File: src/rtl/width_16to8.sv
// 16-to-8 width converter: buffers input words in a small FIFO and emits each as two bytes.
// Define WIDTH_16TO8_LSB_FIRST_EN to emit the low byte of each word first (default: high byte first).
module width_16to8 #(
    parameter int BUF_DEPTH = 2,
    parameter int PTR_W     = $clog2(BUF_DEPTH)
) (
    input  logic        clk,
    input  logic        rst,
    input  logic        valid_in,
    output logic        ready_in,
    input  logic [15:0] data_in,
    output logic        valid_out,
    input  logic        ready_out,
    output logic [7:0]  data_out,
    output logic        byte_hi,
    output logic        busy
);

    localparam int              CNT_W    = PTR_W + 1;
    localparam logic [CNT_W-1:0] FULL_CNT = CNT_W'(BUF_DEPTH);
    localparam logic [CNT_W-1:0] CNT_ONE  = CNT_W'(1);
    localparam logic [PTR_W-1:0] PTR_ONE  = PTR_W'(1);

    localparam logic [1:0] ST_IDLE = 2'd0;
    localparam logic [1:0] ST_HI   = 2'd1;
    localparam logic [1:0] ST_LO   = 2'd2;

    logic [15:0]      mem_q [BUF_DEPTH];
    logic [15:0]      mem_d [BUF_DEPTH];
    logic [PTR_W-1:0] wr_ptr_q, wr_ptr_d;
    logic [PTR_W-1:0] rd_ptr_q, rd_ptr_d;
    logic [CNT_W-1:0] count_q, count_d;

    logic [1:0] state_q, state_d;
    logic [7:0] data_out_q, data_out_d;
    logic [7:0] lo_reg_q, lo_reg_d;
    logic       valid_out_q, valid_out_d;
    logic       byte_hi_q, byte_hi_d;

    logic        push;
    logic        pop;
    logic        fifo_empty;
    logic        transfer;
    logic [15:0] head_word;
    logic [7:0]  first_byte;
    logic [7:0]  second_byte;

    // ready_in comes only from the registered count, so a full FIFO refuses even on a same-cycle pop.
    assign ready_in   = (count_q != FULL_CNT);
    assign push       = valid_in && ready_in;
    assign fifo_empty = (count_q == '0);
    assign transfer   = valid_out_q && ready_out;
    assign head_word  = mem_q[rd_ptr_q];

`ifdef WIDTH_16TO8_LSB_FIRST_EN
    assign first_byte  = head_word[7:0];
    assign second_byte = head_word[15:8];
`else
    assign first_byte  = head_word[15:8];
    assign second_byte = head_word[7:0];
`endif

    assign valid_out = valid_out_q;
    assign data_out  = data_out_q;
    assign byte_hi   = byte_hi_q;
    assign busy      = !fifo_empty || (state_q != ST_IDLE);

    always_comb begin
        state_d     = state_q;
        data_out_d  = data_out_q;
        lo_reg_d    = lo_reg_q;
        valid_out_d = valid_out_q;
        byte_hi_d   = byte_hi_q;
        pop         = 1'b0;
        case (state_q)
            ST_IDLE: begin
                valid_out_d = 1'b0;
                if (!fifo_empty) begin
                    pop         = 1'b1;
                    data_out_d  = first_byte;
                    lo_reg_d    = second_byte;
                    valid_out_d = 1'b1;
                    byte_hi_d   = 1'b1;
                    state_d     = ST_HI;
                end
            end
            ST_HI: begin
                if (transfer) begin
                    data_out_d = lo_reg_q;
                    byte_hi_d  = 1'b0;
                    state_d    = ST_LO;
                end
            end
            ST_LO: begin
                // Chain straight into the next word when one is waiting, avoiding a bubble.
                if (transfer) begin
                    if (!fifo_empty) begin
                        pop        = 1'b1;
                        data_out_d = first_byte;
                        lo_reg_d   = second_byte;
                        byte_hi_d  = 1'b1;
                        state_d    = ST_HI;
                    end else begin
                        valid_out_d = 1'b0;
                        state_d     = ST_IDLE;
                    end
                end
            end
            default: begin
                valid_out_d = 1'b0;
                byte_hi_d   = 1'b0;
                state_d     = ST_IDLE;
            end
        endcase
    end

    always_comb begin
        mem_d    = mem_q;
        wr_ptr_d = wr_ptr_q;
        rd_ptr_d = rd_ptr_q;
        count_d  = count_q;
        if (push) begin
            mem_d[wr_ptr_q] = data_in;
            wr_ptr_d        = wr_ptr_q + PTR_ONE;
        end
        if (pop) begin
            rd_ptr_d = rd_ptr_q + PTR_ONE;
        end
        case ({push, pop})
            2'b10:   count_d = count_q + CNT_ONE;
            2'b01:   count_d = count_q - CNT_ONE;
            default: count_d = count_q;
        endcase
    end

    always_ff @(posedge clk) begin
        mem_q <= mem_d;
    end

    always_ff @(posedge clk) begin
        if (rst) begin
            wr_ptr_q    <= '0;
            rd_ptr_q    <= '0;
            count_q     <= '0;
            state_q     <= ST_IDLE;
            data_out_q  <= 8'h00;
            lo_reg_q    <= 8'h00;
            valid_out_q <= 1'b0;
            byte_hi_q   <= 1'b0;
        end else begin
            wr_ptr_q    <= wr_ptr_d;
            rd_ptr_q    <= rd_ptr_d;
            count_q     <= count_d;
            state_q     <= state_d;
            data_out_q  <= data_out_d;
            lo_reg_q    <= lo_reg_d;
            valid_out_q <= valid_out_d;
            byte_hi_q   <= byte_hi_d;
        end
    end

endmodule

File: config.mk
export PLATFORM = sky130hd
export DESIGN_NAME = width_16to8
export DESIGN_NICKNAME = d
export VERILOG_FILES = /design/src/rtl/width_16to8.sv
export SDC_FILE = /design/constraint.sdc
export NUM_CORES = 1
export LEC_CHECK = 0
export CORE_MARGIN = 2
export CORE_UTILIZATION = 40
export CTS_CLUSTER_DIAMETER = 50
export DETAILED_ROUTE_END_ITERATION = 6
export SYNTH_ARGS = -nofsm -noshare
export SYNTH_HDL_FRONTEND = slang
export SYNTH_SLANG_ARGS = --single-unit
File: constraint.sdc
create_clock -name clk -period 3 [get_ports clk]
set_input_delay 0.6 -clock clk [delete_from_list [all_inputs] [get_ports clk]]
set_output_delay 0.6 -clock clk [all_outputs]
set_load 0.01 [all_outputs]
==> run metrics <==
MaxCap Viol Count 0; VDD IR max 373.8 uV; synth unique cells 35; Via-to-Cell Ratio 5.175; Clk Latency, worst-skew pair 0.30 ns; hold bufs inserted after CTS 0; initial antenna violation count 0; CP Class in2reg; setup slack after layout 0.5944 ns; Synth Warn # 0; gpl congestion 0.8562; met1 Usage GRT 17.34%; Hold Fails Final Rpt 0; cts repair resizes 0; first-pass GRT wire length 6837 um; Detail Route Antenna Nets 0; crit path launch type primary input; post-synthesis sequential area ratio 62.88%; asr flop ratio synth 0%; clk buf depth 2; Ports 32; CTS Buf Count 5; worst path required time 3.24 ns; clock sinks 56; number of enable flip-flop cells after synthesis 32; Crit Path Max Fanout 10; Final Max Tran Viols 0; clk_skew 0.007423 ns; Overall Global Routing Usage 14.33%; # DRC 0; pre-CTS WS 0.3058 ns; pin count of the biggest net entering global routing 19; highest clock rate 415.7 MHz; n_diodes 0; Root Buffer clkbuf_8; max incr delay on CP 0.55 ns; Critical R2R Launch state_q[1]; FF+latch count, synth 56; Crit-path slowest cell clkdlybuf4s50_1; Final min period 2.406 ns; Worst Setup End Kind flop; remaining global-route overflow 0; delay-heaviest family, CP buffers and inverters; GR Util met3 3.507%; count leader, synth edfxtp_1; CP bufs+invs 2; Yosys top cell by area edfxtp_1; Post-synth top flop edfxtp_1; Die Y 79.70 um; core area 5507 um2; Most Crowded Layer GR met2; number of fill cells 487; vias in the first global route 1392; DIE AREA 6352 um2; routed len/inst 15.09 um; DR iter-0 viols 79; RSZ-0062 raised after global routing no; Cell Area, Placed 2654 um2; Rel. slew slack 53.29%; Final #Nets 222; post-CTS setup repair buffer count 0; CTS tree done; final hold slack 0.4808 ns; CTS H-tree lvls 2; Buffers on Ports 31; Die X 79.70 um; clock slew at reported path FFs 0.09 ns; Leakage 0.9875 nW; fraction of final layout cells with drive strength greater than 1 6.931%; hold_sp byte_hi; Final Cell Area 2775 um2; Worst R2R End count_q[1]; FP Rows 27; Gate Count Post-Synth 171; Final TNS setup 0 ns; Post-Syn Nets 192; Hold Crit Endpoint byte_hi; vias 1418; Initial Utilization 41.63%; Synth top area share 41.92%; synth top area cells edfxtp_1 42%, dfxtp_1 21%, mux2i_1 10%; CP Launch Point ready_out; reg-to-reg slack, setup 0.84 ns; critical-path cell list clkdlybuf4s50_1, a21bo_1, nand2_1, inv_2, ha_1, or3_1, a21oi_1; Area Overhead vs Synth 21.07%; final WL 4134 um; dpl hpwl 2948 um; area of the mapped netlist 2292 um2; Post-synth top cells 32 x edfxtp_1, 24 x dfxtp_1, 24 x mux2i_1; Final setup viols 0; worst hold path class reg2reg; worst hold stages 2; period utilization 80.19%; status complete, no violations; Slew @ Worst Pin 0.6999 ns; Worst Reg2Reg Path Length in Cells 6; Worst Path Arrival 2.64 ns; M2 GR Usage 23.87%; drt first pass iters 5; power density cells 963.3 nW/um2; Syn Area/Cell 13.40 um2
-- routing by layer --
metal	vias up	part of all wire [%]	wire (um)
met5	-	0	0
met4	0	2.2	89
met3	7	4.2	172
met2	31	50	2050
met1	677	44	1821
li1	703	-	-
-- per-stage QoR --
step	utilization (%)	total power (W)	std cells
after detailed placement	48.19	0.002193	266
after global placement	48.19	0.002168	266
final	50.40	0.002673	274
after floorplan	-	0.001864	171
after global routing	50.40	0.002850	274
after CTS	50.40	0.002702	274
-- cells by family after synthesis --
logic type	count (synthesis)	synth area share (%)
flip-flops	56	62.88
multiplexers	24	10.48
AO/OA/AOI/OAI	43	13.81
adder cells (fa/ha/maj)	1	0.5458
XOR/XNOR	2	0.7643
buffers and inverters	14	3.166
AND/OR/NAND/NOR	31	8.352
-- how the worst max path moves through the flow --
stage / to / slack (ns) / depth (start not counted)
after floorplan: count_q[1] / 1.04 / 7
after global routing: count_q[1] / 0.43 / 7
after CTS: count_q[1] / 0.61 / 7
after global placement: count_q[1] / 0.39 / 7
after detailed placement: count_q[1] / 0.31 / 7
final: count_q[1] / 0.59 / 7
-- cell type report --
| type | count | area, um2 | area share [%] |
|---|---|---|---|
| inverters | 3 | 11.26 | 0.4058 |
| clock inverters | 2 | 38.79 | 1.398 |
| clock buffers | 6 | 82.58 | 2.976 |
| repair buffers | 34 | 332.8 | 11.99 |
| multi-input cells | 101 | 778.2 | 28.04 |
| well taps | 72 | 90.09 | 3.246 |
| flip-flops and latches | 56 | 1441 | 51.94 |
-- where the power goes --
group | internal, W | switching [W] | leakage [nW]
clock network | 0.000273 | 0.000235 | 0.0614
registers | 0.00102 | 0.000162 | 0.497
logic | 0.000516 | 0.000464 | 0.429
total | 0.00181 | 0.000861 | 0.987
-- cells in the final DEF (no fill, tap or decap), types with 2 or more instances in the layout --
master	synthesis	final
edfxtp_1	32	32
clkdlybuf4s50_1	0	31
mux2i_1	24	24
dfxtp_1	24	24
a21oi_1	15	15
nand2b_1	11	11
nor3b_1	8	8
a211o_1	8	8
a211oi_1	8	8
clkbuf_8	0	6
nand2_1	4	4
o21ai_0	3	3
buf_4	3	3
inv_1	2	2
or3_1	2	2
nor2_1	2	2
-- state kept, by name (all words and copies together) (netlist names) --
register   count
mem_q         32
wr_ptr_q       1
byte_hi        1
lo_reg_q       8
rd_ptr_q       1
state_q        2
count_q        2
data_out       8
valid_out      1
-- worst reg2reg max path, stage by stage, from the launching register on --
cell	delay [ns]
dfxtp_1	0.59
a21bo_1	0.39
nand2_1	0.17
inv_2	0.11
ha_1	0.32
or3_1	0.38
a21oi_1	0.14
Power figures use the tool's default switching activity.
==> edit 1: new RTL, config.mk and constraints unchanged <==
Change the parameter `BUF_DEPTH` from 2 to 4.
--- a/src/rtl/width_16to8.sv
+++ b/src/rtl/width_16to8.sv
@@ -1,7 +1,7 @@
 // 16-to-8 width converter: buffers input words in a small FIFO and emits each as two bytes.
 // Define WIDTH_16TO8_LSB_FIRST_EN to emit the low byte of each word first (default: high byte first).
 module width_16to8 #(
-    parameter int BUF_DEPTH = 2,
+    parameter int BUF_DEPTH = 4,
     parameter int PTR_W     = $clog2(BUF_DEPTH)
 ) (
     input  logic        clk,
Function: changed (a bounded check fails within 4 cycles, from zero or initial values and one cycle with rst high).
==> edit 1 against the original RTL <==
Via count up 48%. Clock skew up 0.0043 ns. Area after synthesis up 58%. Routed wire length up 61%. Sequential power up 47%. Total power up 42%. Register-to-register slack worse by 0.25 ns. Critical path depth up 3. Setup slack worse by 0.12 ns. Sequential share of layout area up 5.6 points. Design area up 54%. Sequential cell count up 35. Critical endpoint is now count_q[2]. Core utilization down 1.6 points.
==> edit 1: results (changes against the original RTL) <==
Detailed routing
  – Initial DRC Count: 101 (+28%)
  – Met2 WL: 3260 um (+59%)
  – Total number of vias: 2099 (+48%)
  – WL final: 6660 um (+61%)
  – WL met3: 284 um (+65%)
  – M1 WL: 2970 um (+63%)
  – Max Used Layer: met4

Place
  – GP Congestion: 0.706 (-18%)
  – Final HPWL DP: 4220 um (+43%)
  – Count of port buffers added during placement: 31 (unchanged)
  – Worst slack at placement: 0.127 ns (-0.178 ns)

Logic synthesis
  – Mux contribution to synthesized area: 9.67% (-0.81 points)
  – Synth Flop Type: edfxtp_1
  – Asr flop ratio synth: 0% (unchanged)
  – Post-synthesis compound-gate area fraction: 7.18% (-6.6 points)
  – Post-synthesis adder-cell area fraction: 2.28% (+1.7 points)
  – Most frequent cells after synthesis: 64 x edfxtp_1, 31 x nand2_1, 27 x dfxtp_1
  – Post-synth cell types: 37 (+5.7%)
  – Mapped Nets: 279 (+45%)
  – Warnings, synthesis: 0 (unchanged)
  – Sequential area share after synthesis: 68.0% (+5.1 points)
  – Xor and xnor area share after synthesis: 0.967% (+0.20 points)
  – Largest cells by area after synthesis: edfxtp_1 53%, dfxtp_1 15%, mux4_2 5.0%
  – EDFF count, synth: 64 (+100%)

Clock tree
  – Clk root buf: clkbuf_8
  – Max Root-Sink Buffers: 2 (unchanged)
  – # Post-CTS Setup Buffers: 0 (unchanged)
  – Worst skew pair latency: 0.35 ns (+0.05 ns)
  – CTS resizes: 0 (unchanged)
  – # H-tree levels: 3 (+1)
  – CTS Buf Count: 9 (+4)

Layout
  – Max reg flops: 64 (+100%)
  – Nets: 322 (+45%)
  – Layout cell share with drive strength beyond 1: 16.9% (+10 points)

Timing
  – Worst Max-Slew Pin Slew: 0.848 ns (+0.148 ns)
  – Fin Clk Skew: 0.0117 ns (+0.00428 ns)

Critical path
  – Crit-path max cell delay: 0.50 ns (-0.05 ns)
  – Critical-path top delay cell: clkdlybuf4s50_1
  – Critical Path AT: 2.79 ns (+0.15 ns)
  – CP max FO: 2 (-8)
  – CP delay by family, top: simple AND/OR/NAND/NOR gates

GRT
  – Pin count of the biggest net entering global routing: 22 (+3)
  – Total global routing track utilization: 14.8% (+0.47 points)
  – First-pass GRT wire length: 10900 um (+60%)
  – Initial antenna violation count: 0 (unchanged)

Power and ir drop
  – Sw power: 1.24 mW (+44%)
  – Comb pwr: 1.23 mW (+26%)
  – Clock group power: 0.817 mW (+61%)
  – Peak supply drop: 0.304 mV (-19%)
  – Static Leak: 1.43 nW (+45%)

Min path
  – Hold/Removal Path Class: reg -> reg

Status
  – Status: completed
## edit 1: cell types whose count changed in the layout (fill, tap and decap cells not counted), sizes merged, moves of 8 or more
cell    change
nand2      +27
nor3        +9
a21oi       +8
nand2b     -11
nor3b       -8
mux2i      -16
edfxtp     +32
nor2       +13
buf        +10
mux4        +8
a211o       -8
mux2        +8
## edit 1: logic make-up after synthesis
| kind of cell | Yosys count |
|---|---|
| adders and majority gates | 6 |
| and+or+nand+nor | 67 |
| DFF | 91 |
| buffers and inverters | 22 |
| muxes | 24 |
| AOI/OAI and AO/OA | 39 |
| xor gates and xnor gates | 4 |
## edit 1: metal layers
| metal | vias up | global-route usage [%] |
|---|---|---|
| met3 | 14 | 4.99 |
| met5 | - | 0 |
| met1 | 1015 | 18.6 |
| li1 | 1021 | - |
| met4 | 0 | 5.80 |
| met2 | 49 | 23.8 |
## edit 1: final cells by class
class | count | area [um2]
fill | 766 | 4490
sequential | 91 | 2460
multi-input combinational | 140 | 1040
timing repair buffer | 44 | 408
clock buffer | 12 | 145
tap | 108 | 135
clock inverter | 4 | 51.3
inverter | 10 | 37.5
## edit 1: worst paths after layout
kind,startpoint,to,cells after the start,slack [ns]
min,lo_reg_q[6],lo_reg_q[6],2,0.47
max reg2reg,count_q[0],count_q[2],9,0.59
min reg2reg,lo_reg_q[6],lo_reg_q[6],2,0.47
max,ready_out,count_q[2],10,0.48
## edit 1: metrics by stage
stage	hold slack, ns	instance area, um2	total power [mW]	cells
after detailed placement	0.469	4080	3.02	393
after global placement	0.454	4080	2.99	393
after CTS	0.481	4280	3.84	409
final	0.473	4280	3.79	409
after floorplan	0.436	3620	2.63	253
after global routing	0.500	4280	4.05	409
==> edit 2: new RTL, config.mk and constraints unchanged <==
Made on the original files. Take the reset off `data_out_q` and load it in a clocked block of its own.
--- a/src/rtl/width_16to8.sv
+++ b/src/rtl/width_16to8.sv
@@ -143,7 +143,6 @@
             rd_ptr_q    <= '0;
             count_q     <= '0;
             state_q     <= ST_IDLE;
-            data_out_q  <= 8'h00;
             lo_reg_q    <= 8'h00;
             valid_out_q <= 1'b0;
             byte_hi_q   <= 1'b0;
@@ -152,12 +151,15 @@
             rd_ptr_q    <= rd_ptr_d;
             count_q     <= count_d;
             state_q     <= state_d;
-            data_out_q  <= data_out_d;
             lo_reg_q    <= lo_reg_d;
             valid_out_q <= valid_out_d;
             byte_hi_q   <= byte_hi_d;
         end
     end
 
+    always_ff @(posedge clk) begin
+        data_out_q <= data_out_d;
+    end
+
 endmodule
 
Function: differs if rst is asserted again (counterexample within 4 cycles, from zero or initial values and one cycle with rst high); with rst held inactive, the same outputs for 10 cycles.
==> edit 2 against the original RTL <==
Sequential power increased by 4%. Count of clock-buffer cells in the layout decreased by 1. Sequential share of layout area increased by 5.5 points. Routed wire length decreased by 14%. Largest power group unchanged. Design area decreased by 4.5%. Total power decreased by 5.1%. Synthesized cell count decreased by 11%. Die area decreased by 1.3%. Worst hold slack improved by 0.0023 ns. Clock skew decreased by 0.0028 ns. Setup slack got worse by 0.0087 ns. Area after synthesis decreased by 1.4%. Sequential cell count unchanged.
==> edit 2: results (changes against the original RTL) <==
Logic synthesis
  – Largest cells by area after synthesis: edfxtp_1 53%, dfxtp_1 14%, mux2i_1 7.1%
  – Mapped Nets: 173 (-9.9%)
  – Syn Area/Cell: 14.9 um2 (+11%)
  – Sequential area share after synthesis: 67.3% (+4.4 points)
  – Post-synth cell types: 34 (-2.9%)
  – Mux contribution to synthesized area: 7.75% (-2.7 points)
  – EDFF count, synth: 40 (+25%)
  – Most frequent cells after synthesis: 40 x edfxtp_1, 16 x dfxtp_1, 16 x mux2i_1

Place
  – GP Congestion: 0.755 (-12%)
  – DP Area: 2560 um2 (-3.4%)
  – Worst slack at placement: 0.337 ns (+0.0314 ns)

GRT
  – Vias in the first global route: 1223 (-12%)
  – Pin count of the biggest net entering global routing: 20 (+1)
  – Total global routing track utilization: 12.2% (-2.1 points)
  – First-pass GRT wire length: 5770 um (-16%)

Critical path
  – CP max FO: 6 (-4)
  – Critical Path AT: 1.81 ns (-0.83 ns)

Layout
  – Area growth syn-to-layout: 17.2%
  – Nets: 202 (-9.0%)
  – Layout cell share with drive strength beyond 1: 12.1% (+5.2 points)

Power and ir drop
  – Static Leak: 0.888 nW (-10%)

Detailed routing
  – WL final: 3540 um (-14%)
  – First-pass detailed-route iteration total: 4 (-1)
  – Initial DRC Count: 52 (-34%)

Status
  – Status: completed

Timing
  – Max-slew headroom: 34.8% (-18 points)
## edit 2: cell count changes in the layout (fill, tap and decap cells not counted), moves of 8 or more
cell / change
mux2i_1: -8
nor3b_1: -8
a211o_1: -8
nand2b_1: -9
edfxtp_1: +8
a211oi_2: +8
dfxtp_1: -8
## edit 2: path summary, 6_finish.rpt
kind                                 start         end  slack, ns
worst max-delay path            state_q[0]        busy       0.59
worst min-delay path               byte_hi     byte_hi       0.48
worst max register to register  state_q[1]  count_q[1]       1.01
worst min register to register     byte_hi     byte_hi       0.48
## edit 2: cell families after synthesis
logic type / count (synthesis)
flip-flops: 56
multiplexers: 17
AO/OA/AOI/OAI: 39
buffers and inverters: 14
AND/OR/NAND/NOR: 23
XOR/XNOR: 2
adder cells (fa/ha/maj): 1
## edit 2: power by group through the flow
| stage | sequential [mW] | combinational [mW] | clock, mW |
|---|---|---|---|
| final | 1.24 | 0.903 | 0.393 |
| after detailed placement | 1.26 | 0.910 | 0 |
| after global routing | 1.27 | 0.993 | 0.433 |
| after CTS | 1.25 | 0.915 | 0.409 |
| after global placement | 1.25 | 0.892 | 0 |
| after floorplan | 1.21 | 0.719 | 0 |
## edit 2: final cells by class
class,instances,share of cell area [%]
multi-input cells,82,23.4
flip-flops and latches,56,57.4
clock buffers,5,2.60
well taps,72,3.40
clock inverters,3,0.661
repair buffers,31,11.7
inverters,5,0.803
## edit 2: critical path: stages, from the launching register on
cell and delay (ns):
dfxtp_1 0.36, or4_2 0.66, clkdlybuf4s50_1 0.49
## edit 2: routing by layer
layer	track usage (%)	up-vias	part of all wire, %
met5	0	-	0
met2	21.9	28	52
met1	13.7	610	43
met3	3.86	2	4.3
li1	-	625	-
met4	4.14	0	0.54
